$ cat src/rtl/flac_pkg.sv
// Shared definitions for the Rice residual decoder: default parameters,
// FSM state encoding and the escape-code helper.
package flac_pkg;

  localparam int DATA_W_DEF  = 32;
  localparam int PARAM_W_DEF = 5;
  localparam int COUNT_W_DEF = 16;
  localparam int MAX_MSB_DEF = 4095;

  typedef enum logic [2:0] {
    IDLE   = 3'd0,
    UNARY  = 3'd1,
    BINARY = 3'd2,
    EMIT   = 3'd3,
    DONE   = 3'd4
  } state_e;

  // All-ones Rice parameter selects the raw (escape) coding
  function automatic int esc_code(input int param_w);
    return (1 << param_w) - 1;
  endfunction

endpackage

$ cat src/rtl/rice_unfold.sv
// Turns a decoded quotient/remainder (Rice) or raw field (escape) into the
// signed residual: zigzag unfolding or sign extension.
module rice_unfold #(
  parameter int DATA_W  = 32,
  parameter int Q_W     = 12,
  parameter int PARAM_W = 5
) (
  input  logic [Q_W-1:0]     i_q,
  input  logic [DATA_W-1:0]  i_rem,
  input  logic [PARAM_W-1:0] i_k,
  input  logic [4:0]         i_n,
  input  logic               i_escape,
  output logic [DATA_W-1:0]  o_data
);
  localparam int SH_W = $clog2(DATA_W + 1);

  logic [DATA_W-1:0] w_uval;
  logic [DATA_W-1:0] w_half;
  logic [DATA_W-1:0] w_ext;
  logic [SH_W-1:0]   w_sh;

  // -(x)-1 equals ~x, so odd codes map to the bitwise inverse of the half value
  always_comb begin
    w_uval = (DATA_W'(i_q) << i_k) | i_rem;
    w_half = w_uval >> 1;
    w_sh   = '0;
    w_ext  = '0;
    if (i_n == 5'd0) begin
      w_ext = '0;
    end else if (32'(i_n) >= DATA_W) begin
      w_ext = i_rem;
    end else begin
      w_sh  = SH_W'(DATA_W - 32'(i_n));
      w_ext = DATA_W'($signed(i_rem << w_sh) >>> w_sh);
    end
    if (i_escape) begin
      o_data = w_ext;
    end else if (w_uval[0]) begin
      o_data = ~w_half;
    end else begin
      o_data = w_half;
    end
  end
endmodule

$ cat src/rtl/rice_stream_decoder.sv
// Serial Rice/escape residual decoder: consumes an MSB-first bit stream and
// emits one signed residual per handshake for a partition of iCount residuals.
module rice_stream_decoder import flac_pkg::*; #(
  parameter int DATA_W  = DATA_W_DEF,
  parameter int PARAM_W = PARAM_W_DEF,
  parameter int COUNT_W = COUNT_W_DEF,
  parameter int MAX_MSB = MAX_MSB_DEF
) (
  input  logic               iClock,
  input  logic               iReset_n,
  input  logic               iStart,
  input  logic [PARAM_W-1:0] iRiceParam,
  input  logic [4:0]         iRawBits,
  input  logic [COUNT_W-1:0] iCount,
  input  logic               iBit,
  input  logic               iBitValid,
  output logic               oBitReady,
  output logic [DATA_W-1:0]  oData,
  output logic               oValid,
  input  logic               iReady,
  output logic               oBusy,
  output logic               oDone,
  output logic               oError
);
  localparam int Q_W = (MAX_MSB < 1) ? 1 : $clog2(MAX_MSB + 1);
  localparam int B_W = (PARAM_W > 5) ? PARAM_W : 5;
  localparam logic [PARAM_W-1:0] ESC = PARAM_W'(esc_code(PARAM_W));

  state_e             r_state, w_state_nxt;
  logic [PARAM_W-1:0] r_k, w_k_nxt;
  logic [4:0]         r_n, w_n_nxt;
  logic               r_esc, w_esc_nxt;
  logic [COUNT_W-1:0] r_count, w_count_nxt;
  logic [Q_W-1:0]     r_q, w_q_nxt;
  logic [DATA_W-1:0]  r_rem, w_rem_nxt;
  logic [B_W-1:0]     r_bits, w_bits_nxt;
  logic               r_error, w_err_nxt;
  logic [DATA_W-1:0]  r_data, w_unfold;
  logic               r_valid, r_bit_ready, r_busy, r_done;
  logic               w_take, w_load;

  function automatic state_e first_state(input logic esc, input logic [4:0] n);
    if (esc) begin
      return (n == 5'd0) ? EMIT : BINARY;
    end else begin
      return UNARY;
    end
  endfunction

  // Next-state, counters and shift register; unfold sees the post-edge values
  always_comb begin
    w_state_nxt = r_state;
    w_k_nxt     = r_k;
    w_n_nxt     = r_n;
    w_esc_nxt   = r_esc;
    w_count_nxt = r_count;
    w_q_nxt     = r_q;
    w_rem_nxt   = r_rem;
    w_bits_nxt  = r_bits;
    w_err_nxt   = r_error;
    w_take      = iBitValid && r_bit_ready;
    case (r_state)
      IDLE: begin
        if (iStart) begin
          w_k_nxt     = iRiceParam;
          w_n_nxt     = iRawBits;
          w_esc_nxt   = (iRiceParam == ESC);
          w_count_nxt = iCount;
          w_q_nxt     = '0;
          w_rem_nxt   = '0;
          w_bits_nxt  = B_W'(iRawBits);
          w_err_nxt   = 1'b0;
          if (iCount == '0) begin
            w_state_nxt = DONE;
          end else begin
            w_state_nxt = first_state(iRiceParam == ESC, iRawBits);
          end
        end else begin
          w_state_nxt = IDLE;
        end
      end
      UNARY: begin
        if (!w_take) begin
          w_state_nxt = UNARY;
        end else if (iBit) begin
          w_bits_nxt  = B_W'(r_k);
          w_state_nxt = (r_k == '0) ? EMIT : BINARY;
        end else if (r_q == Q_W'(MAX_MSB)) begin
          w_err_nxt   = 1'b1;
          w_state_nxt = IDLE;
        end else begin
          w_q_nxt = r_q + Q_W'(1);
        end
      end
      BINARY: begin
        if (w_take) begin
          w_rem_nxt  = {r_rem[DATA_W-2:0], iBit};
          w_bits_nxt = r_bits - B_W'(1);
          if (r_bits == B_W'(1)) begin
            w_state_nxt = EMIT;
          end else begin
            w_state_nxt = BINARY;
          end
        end else begin
          w_state_nxt = BINARY;
        end
      end
      EMIT: begin
        if (iReady) begin
          w_count_nxt = r_count - COUNT_W'(1);
          w_q_nxt     = '0;
          w_rem_nxt   = '0;
          w_bits_nxt  = B_W'(r_n);
          if (r_count == COUNT_W'(1)) begin
            w_state_nxt = DONE;
          end else begin
            w_state_nxt = first_state(r_esc, r_n);
          end
        end else begin
          w_state_nxt = EMIT;
        end
      end
      DONE:    w_state_nxt = IDLE;
      default: w_state_nxt = IDLE;
    endcase
    w_load = (w_state_nxt == EMIT) && ((r_state != EMIT) || iReady);
  end

  rice_unfold #(.DATA_W(DATA_W), .Q_W(Q_W), .PARAM_W(PARAM_W)) u_unfold (
    .i_q      (w_q_nxt),
    .i_rem    (w_rem_nxt),
    .i_k      (w_k_nxt),
    .i_n      (w_n_nxt),
    .i_escape (w_esc_nxt),
    .o_data   (w_unfold)
  );

  // State, datapath and registered outputs
  always_ff @(posedge iClock or negedge iReset_n) begin
    if (!iReset_n) begin
      r_state     <= IDLE;
      r_k         <= '0;
      r_n         <= '0;
      r_esc       <= 1'b0;
      r_count     <= '0;
      r_q         <= '0;
      r_rem       <= '0;
      r_bits      <= '0;
      r_error     <= 1'b0;
      r_data      <= '0;
      r_valid     <= 1'b0;
      r_bit_ready <= 1'b0;
      r_busy      <= 1'b0;
      r_done      <= 1'b0;
    end else begin
      r_state     <= w_state_nxt;
      r_k         <= w_k_nxt;
      r_n         <= w_n_nxt;
      r_esc       <= w_esc_nxt;
      r_count     <= w_count_nxt;
      r_q         <= w_q_nxt;
      r_rem       <= w_rem_nxt;
      r_bits      <= w_bits_nxt;
      r_error     <= w_err_nxt;
      r_data      <= w_load ? w_unfold : r_data;
      r_valid     <= (w_state_nxt == EMIT);
      r_bit_ready <= (w_state_nxt == UNARY) || (w_state_nxt == BINARY);
      r_busy      <= (w_state_nxt != IDLE);
      r_done      <= (w_state_nxt == DONE);
    end
  end

  assign oData     = r_data;
  assign oValid    = r_valid;
  assign oBitReady = r_bit_ready;
  assign oBusy     = r_busy;
  assign oDone     = r_done;
  assign oError    = r_error;
endmodule

$ cat config.mk
export PLATFORM = sky130hd
export DESIGN_NAME = rice_stream_decoder
export DESIGN_NICKNAME = d
export VERILOG_FILES = /design/src/rtl/flac_pkg.sv /design/src/rtl/rice_unfold.sv /design/src/rtl/rice_stream_decoder.sv
export SDC_FILE = /design/constraint.sdc
export NUM_CORES = 1
export LEC_CHECK = 0
export BUFFER_PORTS_ARGS = -buffer_cell sky130_fd_sc_hd__buf_2
export CAP_MARGIN = 20
export CELL_PAD_IN_SITES_DETAIL_PLACEMENT = 0
export CELL_PAD_IN_SITES_GLOBAL_PLACEMENT = 2
export CORE_UTILIZATION = 33
export CTS_BUF_LIST = sky130_fd_sc_hd__clkbuf_16
export DETAILED_ROUTE_END_ITERATION = 8
export GPL_ROUTABILITY_DRIVEN = 0
export GPL_TIMING_DRIVEN = 0
export PLACE_DENSITY_LB_ADDON = 0.25
export SYNTH_ARGS = -nofsm -noshare
export SYNTH_HDL_FRONTEND = slang
export SYNTH_SLANG_ARGS = --single-unit
$ cat constraint.sdc
create_clock -name iClock -period 7.1 [get_ports iClock]
set_input_delay 2.13 -clock iClock [delete_from_list [all_inputs] [get_ports iClock]]
set_output_delay 2.13 -clock iClock [all_outputs]
set_load 0.01 [all_outputs]
* Word level (Yosys, flattened, before mapping) *
Index checks and enable logic that the tools add are counted.

cells by class
  add/subtract/negate cells = 4
  equal/unequal tests = 19
  shift operators = 3
  multiplexer cells = 48
  bitwise logic cells = 2
  reduce and logical (&&, ||, !) cells = 17

operators with widths
  cell                                                   number
  2-to-1 mux 32 bit                                      6
  one-hot mux 32 bit (3 select lines)                    1
  2-to-1 mux 12 bit                                      5
  2-to-1 mux 5 bit                                       9
  one-hot mux 12 bit (3 select lines)                    1
  2-to-1 mux 16 bit                                      2
  inverter 31 -> 32 bit                                  1
  OR 32 bit                                              1
  one-hot mux 16 bit (2 select lines)                    1
  left shift 12 x 5 -> 32 bit                            1
  left shift 32 x 6 -> 32 bit                            1
  >>> shifter 32 x 6 -> 32 bit                           1
  2-to-1 mux 3 bit                                       8
  zero test 5 bit                                        4
  one-hot mux 5 bit (4 select lines)                     1
  equality test 16 x 1 -> 1 bit (second input constant)  1
  zero test 16 bit                                       1
  subtractor 16 x 1 -> 16 bit (second input constant)    1
  != test 2 bit (second input constant)                  7
  adder 12 x 1 -> 12 bit (second input constant)         1
  equality test 12 bit (second input constant)           1
  equality test 3 x 2 -> 1 bit (second input constant)   4
  one-hot mux 3 bit (4 select lines)                     1
  2-to-1 mux 1 bit                                       10
  18 further kinds                                       23

storage, ports and cells
  flip-flop bits (word level) = 116
  input port bits = 32
  logic and storage cells = 107

* Logic depth before layout (Yosys ltp) *
Gate-level depths: netlist (run 1).

  depth after elaboration = 10
  depth in mapped cells = 23

* Cells and area by module *
A second synthesis (run 1) with hierarchy kept.

second synthesis, totals
  cell total of the unflattened synthesis = 1155
  area total of the unflattened synthesis = 10563.9 µm²

by module, submodules not included
  module               times used  cells each  area each (µm²)
  rice_stream_decoder  1           482         5517.8
  rice_unfold          1           673         5046.1

* Least setup slack after synthesis (run 1) *
OpenSTA, ideal clock, no wires.

  path type = in2reg
  start point = in iStart
  end point = reg r_data[22], in the netlist oData[22]
  arrival time = 7.042 ns
  data required time = 6.958 ns
  slack = -0.084 ns
  cell stages on the path = 21
  path buffers = 7
  cell sequence = nor4b_4 > mux2i_1 > buf_2 > buf_2 > clkbuf_1 > buf_2 > buf_2 > buf_2 > ha_1 > xor2_1 > mux2i_4 > nand2_1 > clkbuf_1 > o22ai_1 > a32oi_1 > nand2_1 > a2111oi_4 > o221ai_2 > mux4_2 > o221ai_1 > a31oi_1

on the way
  cells in the longest elaborated chain, start to end = 7

ends and longest elaborated chain
  item                                                                      line                                  text
  start: declaration                                                        rice_stream_decoder.sv:11             input logic iStart,
  2-to-1 mux 5 bit or 2-to-1 mux 12 bit (tied branches)                     rice_stream_decoder.sv:64             if (iStart) begin
  2-to-1 mux 5 bit or one-hot mux 12 bit (3 select lines) (tied branches)   rice_stream_decoder.sv:62             case (r_state)
  subtractor 6 x 5 -> 6 bit or left shift 12 x 5 -> 32 bit (tied branches)  rice_unfold.sv:33, rice_unfold.sv:24
  left shift 32 x 6 -> 32 bit or OR 32 bit (tied branches)                  rice_unfold.sv:34, rice_unfold.sv:24
  >>> shifter 32 x 6 -> 32 bit or inverter 31 -> 32 bit (tied branches)     rice_unfold.sv:34, rice_unfold.sv:39
  2-to-1 mux 32 bit (on tied branches)                                      rice_unfold.sv:28, rice_unfold.sv:38
  2-to-1 mux 32 bit                                                         rice_unfold.sv:36                     if (i_escape) begin
  end signal: assignment                                                    rice_stream_decoder.sv:165            r_data <= w_load ? w_unfold : r_data;
  end: declaration                                                          rice_stream_decoder.sv:38             logic [DATA_W-1:0] r_data, w_unfold;

Several ways; a longest one is shown, not always the timed one.
A chain may end at the register's enable or synchronous reset.

* Worst setup path after layout (run 1) *
  start point = in iStart
  end point = reg r_data[6], in the netlist oData[6]

The elaborated chain is that of the path after synthesis.

==> results of run 1 <==
## synthesized netlist by cell type (all sizes together) (22+ instances only)
cell	instances	area (µm²)
nand3	51	255
a31oi	29	181
nand2	142	536
o31ai	26	195
mux2i	43	455
nor3	65	335
clkbuf	78	293
buf	46	280
nor4	22	150
dfrtp	116	2900
a22oi	40	350
inv	45	169
o211ai	28	220
a211oi	54	430
a21oi	89	449
o21ai	104	521
o22ai	37	238
nor2	151	567
## flip-flops by register name (all words and copies together), names as in the netlist
| register | flops |
|---|---|
| r_q | 12 |
| r_bits | 5 |
| r_state | 3 |
| oValid | 1 |
| oBitReady | 1 |
| r_n | 5 |
| r_esc | 1 |
| r_rem | 32 |
| oData | 32 |
| r_k | 5 |
| oError | 1 |
| oDone | 1 |
| r_count | 16 |
| oBusy | 1 |
## logic make-up (layout without fill, tap and decap cells)
logic type | count (synthesis) | in the layout | synth area share
compound gates | 609 | 609 | 0.376
simple gates | 534 | 534 | 0.215
buf+inv | 172 | 287 | 0.0633
flops | 116 | 116 | 0.244
mux | 66 | 66 | 0.0783
xor+xnor | 22 | 22 | 0.0162
fa+ha+maj | 7 | 7 | 0.00736
other cells | 0 | 2 | 0
## path summary, 6_finish.rpt
kind	from	endpoint	cells past startpoint
worst min-delay path	oError$_DFFE_PN0P_	oError$_DFFE_PN0P_	2
worst max register to register	r_state[0]$_DFF_PN0_	oData[6]$_DFFE_PN0P_	20
worst min register to register	oError$_DFFE_PN0P_	oError$_DFFE_PN0P_	2
max in group asynchronous	iReset_n	oData[7]$_DFFE_PN0P_	2
worst max-delay path	iStart	oData[6]$_DFFE_PN0P_	20
min in group asynchronous	iReset_n	r_bits[2]$_DFFE_PN0P_	1
## repair_timing
action                                  in CTS  in global routing
pin swaps                                    9                  4
endpoints found under the hold margin        0                  0
resized for setup                           83                 25
endpoints found under the setup margin      32                 29
buffers inserted                            14                  2
## metal layers
layer  GRT usage  share of wire
met3      0.0864           0.11
met2       0.492           0.43
met5           0        0.00038
met4       0.144          0.042
met1       0.459           0.42
## worst reg2reg max path, cell delays in order, from the launching register on
cell and delay (ps):
dfrtp_1 400, buf_4 180, nor4b_4 400, mux2i_4 330
buf_6 190, buf_6 180, clkbuf_8 210, buf_6 190
buf_6 180, buf_6 200, ha_4 230, o21a_1 160
ha_1 390, clkbuf_2 300, nor2_1 580, o21ai_0 370
o211ai_4 270, mux2i_1 120, mux4_2 560, o211ai_1 300
a31oi_1 120
## cell type report
class	instances	area, µm²
fillers	3788	21600
multi-input cells	1238	8630
flip-flops and latches	116	2900
plain buffers	123	659
well taps	461	577
repair buffers	86	499
clock buffers	17	425
inverters	48	181
clock inverters	13	97.6
diodes	2	5.00
## metrics by stage
step | cells | utilization | setup WS (ps) | instance area [µm²]
after floorplan | 1526 | - | 58.7 | 11900
after global routing | 2102 | 0.393 | -4.16 | 14000
after CTS | 2100 | 0.389 | -3.28 | 13800
after detailed placement | 2057 | 0.362 | -2620 | 12900
final | 2104 | 0.393 | -56.5 | 14000
after global placement | 2055 | 0.361 | -2720 | 12800
==> run metrics, run 1 <==
Yosys reg bits=116; Final Critical Period=7160 ps; crit end category=flop; Starting Density=0.335; arrival time worst endpoint=7470 ps; deepest clock path buffer count=2; Synthesis Warnings=0; pin count of the biggest net entering global routing=70; Fmax achieved=140 MHz; Slowest cell on crit path=nor2_1; Buffers on Ports=68; Worst Hold Class=flop to flop; Slew Viols, Final=0; row count=69; number of global-route vias before repair=13600; synth-to-layout area growth=17.4%; total wire length=61.0 mm; most used cell along the critical path=buf_6; via/cell ratio=6.86; Fin Hold WS=474 ps; 1st-pass router iterations=8; Die Wd=192 µm; Worst Path Max Fanout=10; most frequent cells in the layout=nor2_1 (144), nand2_1 (137), dfrtp_1 (116); share of cells above drive strength 1=0.183; Post-Syn Instances=1526; failing checks=design-rule violations, negative setup slack; delay-heaviest family, CP=buffers and inverters; asr flop ratio synth=1.00; initial antenna violation count=3; first-pass GRT wire length=90.6 mm; GRT Util Overall=0.335; hpwl dp=46.5 mm; relative slew slack=0.313; DRC=2; clock sinks=116; Crit Path Category=input pin to flop; die area=36800 µm²; via count=14400; CP max stage delay=580 ps; Die Span Y=192 µm; Final Cycle Share=1.01; CP Launch Type=input pin; synthesized net count=1565; Reg2Reg Setup Slack=1100 ps; core box area=35600 µm²; Worst Tran Pin Value=1030 ps; Unique masters post-synth=104; overall overflow remaining after global route=0; CTS clk-pin slew, worst paths=60 ps; skew final=17.6 ps; Seq/Total Area, Yosys=0.244; Post-synth EDFFs=0; CTS tree=done; leading cell type in the layout, fill and taps excluded=nor2_1; worst-skew pair later-pin latency=450 ps; TritonCTS buffer count=17; Final WS setup=-56.5 ps; final hold viol count=0; endpoints failing setup=4; Iteration-0 DRC Markers=2130; mapped cell area=11900 µm²; IO Pins=69; status=finished, violations left; Final ANT Viol Nets=0; mean area per synthesized cell=7.80 µm²; max-capacitance violation count=0; setup TNS=-160 ps; clock root cell=clkbuf_16; Critical Path, Cell by Cell=buf_2, nor4b_4, mux2i_4, buf_6, buf_6, clkbuf_8, buf_6, buf_6, buf_6, ha_4, o21a_1, ha_1, clkbuf_2, nor2_1, o21ai_0, o211ai_4, mux2i_1, mux4_2, o211ai_1, a31oi_1; ys flop type=dfrtp_1; CP bufs+invs=8; WL per Instance=29.0 µm; final net count=1669; critical path required time=7410 ps; CTS H-tree lvls=4; Hold Buf Count CTS=0
Power of run 1 is left out: the tool's default activity adds up to more than one toggle a clock period on the data nets, which glitch-free logic cannot reach.
==> run 2, diff against run 1 <==
--- a/config.mk
+++ b/config.mk
@@ -9,12 +9,13 @@
 export CAP_MARGIN = 20
 export CELL_PAD_IN_SITES_DETAIL_PLACEMENT = 0
 export CELL_PAD_IN_SITES_GLOBAL_PLACEMENT = 2
-export CORE_UTILIZATION = 33
+export CORE_UTILIZATION = 38
 export CTS_BUF_LIST = sky130_fd_sc_hd__clkbuf_16
 export DETAILED_ROUTE_END_ITERATION = 8
 export GPL_ROUTABILITY_DRIVEN = 0
 export GPL_TIMING_DRIVEN = 0
 export PLACE_DENSITY_LB_ADDON = 0.25
+export REMOVE_ABC_BUFFERS = 1
 export SYNTH_ARGS = -nofsm -noshare
 export SYNTH_HDL_FRONTEND = slang
 export SYNTH_SLANG_ARGS = --single-unit
==> run metrics, run 2 (same netlist as run 1, synthesis figures left out) <==
crit end category=flop (unchanged); grt met1 use=0.494 (was 0.459); IO Pins=69 (unchanged); most frequent cells in the layout=nor2_1 (146), nand2_1 (137), dfrtp_1 (116) (was nor2_1 (144), nand2_1 (137), dfrtp_1 (116)); overall overflow remaining after global route=0 (unchanged); Final Critical Period=6960 ps (was 7160 ps); Die Span Y=179 µm (was 192 µm); via/cell ratio=7.06 (was 6.86); Final Cycle Share=0.981 (was 1.01); number of global-route vias before repair=12400 (was 13600); CTS clk-pin slew, worst paths=60 ps (about the same); Critical Path End=oData[22]$_DFFE_PN0P_ (was oData[6]$_DFFE_PN0P_); 1st-pass router iterations=8 (unchanged); initial antenna violation count=1 (was 3); relative slew slack=0.278 (was 0.313); Buffers on Ports=68 (unchanged); max-capacitance violation count=0 (unchanged); hold path depth=2 (unchanged); arrival time worst endpoint=7240 ps (was 7470 ps); WL per Instance=28.4 µm (was 29.0 µm); Iteration-0 DRC Markers=2070 (was 2130); synth-to-layout area growth=12.0% (was 17.4%); clock sinks=116 (unchanged); Starting Density=0.388 (was 0.335); CTS tree=done (unchanged); grt met2 use=0.481 (was 0.492); total wire length=54.7 mm (was 61.0 mm); GRT Util Overall=0.342 (was 0.335); CTS H-tree lvls=4 (unchanged); leading cell type in the layout, fill and taps excluded=nor2_1 (unchanged); Worst Tran Pin Value=1080 ps (was 1030 ps); Layout Utilization=0.435 (was 0.393); worst slack, placed=-1150 ps (was -2620 ps); row count=64 (was 69); die area=32000 µm² (was 36800 µm²); skew final=22.6 ps (was 17.6 ps); clock root cell=clkbuf_16 (unchanged); Worst Path Max Fanout=26 (was 10); Non-Filler Instances=1922 (was 2104); Hold Buf Count CTS=0 (unchanged); worst-skew pair later-pin latency=460 ps (was 450 ps); fill count=3155 (was 3788); Reg2Reg Setup Slack=940 ps (was 1100 ps); r2r worst-path depth=12 (was 20); TritonCTS buffer count=17 (unchanged); hpwl dp=39.6 mm (was 46.5 mm); GRT Max-Usage Layer=met1 (was met2); critical path required time=7380 ps (was 7410 ps); status=finished, final reports clean (was finished, violations left); core box area=30700 µm² (was 35600 µm²); r2r endpoint=oData[14]$_DFFE_PN0P_ (was oData[6]$_DFFE_PN0P_); Slew Viols, Final=0 (unchanged); Final WS setup=138 ps (was -56.5 ps); share of cells above drive strength 1=0.155 (was 0.183); first-pass GRT wire length=81.3 mm (was 90.6 mm); dpl cells=1883 (was 2057); Fmax achieved=144 MHz (was 140 MHz); DP Area=12500 µm² (was 12900 µm²); Crit Path Category=input pin to flop (unchanged); deepest clock path buffer count=2 (unchanged); pin count of the biggest net entering global routing=84 (was 70); met3 usage=0.0814 (was 0.0864); final hold viol count=0 (unchanged); fin area=13300 µm² (was 14000 µm²); final net count=1552 (was 1669); Antenna diodes=0 (was 2); reg2reg start=r_state[1]$_DFF_PN0_ (was r_state[0]$_DFF_PN0_); crit path from=iStart (unchanged); Final ANT Viol Nets=0 (unchanged); RSZ-0062 raised after global routing=false; via count=13600 (was 14400); Worst Hold Class=flop to flop (unchanged); DRC=0 (was 2); Die Wd=179 µm (was 192 µm); endpoints failing setup=0 (was 4); CP Launch Type=input pin (unchanged)
==> run 2: routing by layer <==
metal | wire length, µm | part of all wire
met3 | 6120 | 0.11
met2 | 22500 | 0.41
met4 | 2180 | 0.040
met1 | 23800 | 0.44
met5 | 0 | 0
==> run 2: layout make-up <==
class / count / area, µm² / share of cell area
sequential: 116 / 2900 / 0.218
clock buffer: 17 / 425 / 0.0319
timing repair buffer: 91 / 729 / 0.0547
clock inverter: 15 / 119 / 0.00891
inverter: 48 / 186 / 0.0140
multi-input combinational: 1239 / 8480 / 0.636
tap: 396 / 495 / 0.0372
==> run 2: what timing repair did <==
action,4_1_cts,5_1_grt
pin swaps,0,1
setup endpoints to repair,29,20
gates resized for setup,14,20
buffers inserted,1,3
gates cloned,0,1
==> run 2: how the worst min path moves through the flow <==
stage | from | endpoint | slack (ps)
final | oData[31]$_DFFE_PN0P_ | oData[31]$_DFFE_PN0P_ | 470
after global routing | oData[27]$_DFFE_PN0P_ | oData[27]$_DFFE_PN0P_ | 500
after CTS | oData[31]$_DFFE_PN0P_ | oData[31]$_DFFE_PN0P_ | 480
after detailed placement | oData[31]$_DFFE_PN0P_ | oData[31]$_DFFE_PN0P_ | 460
after global placement | oError$_DFFE_PN0P_ | oError$_DFFE_PN0P_ | 460
after floorplan | r_bits[4]$_DFFE_PN0P_ | r_bits[4]$_DFFE_PN0P_ | 450
==> run 2: per-stage QoR <==
step	hold slack, ps	setup TNS (ps)
2_1_floorplan	450	-125160
4_1_cts	477	0
6_report	469	0
3_3_place_gp	460	-295930
3_5_place_dp	465	-24780
5_1_grt	502	0
==> run 2: critical path: stages <==
cell,delay (ps)
buf_2,130
or4b_4,670
nand2_1,130
and2_1,150
ha_2,300
xor2_4,350
mux2i_4,240
buf_16,230
buf_12,180
nand2_4,230
o22ai_1,130
a32oi_1,340
nand2_1,270
a2111oi_4,360
o221ai_2,290
mux4_2,570
o221ai_1,340
a31oi_1,150
Power of run 2 is left out for the same reason.
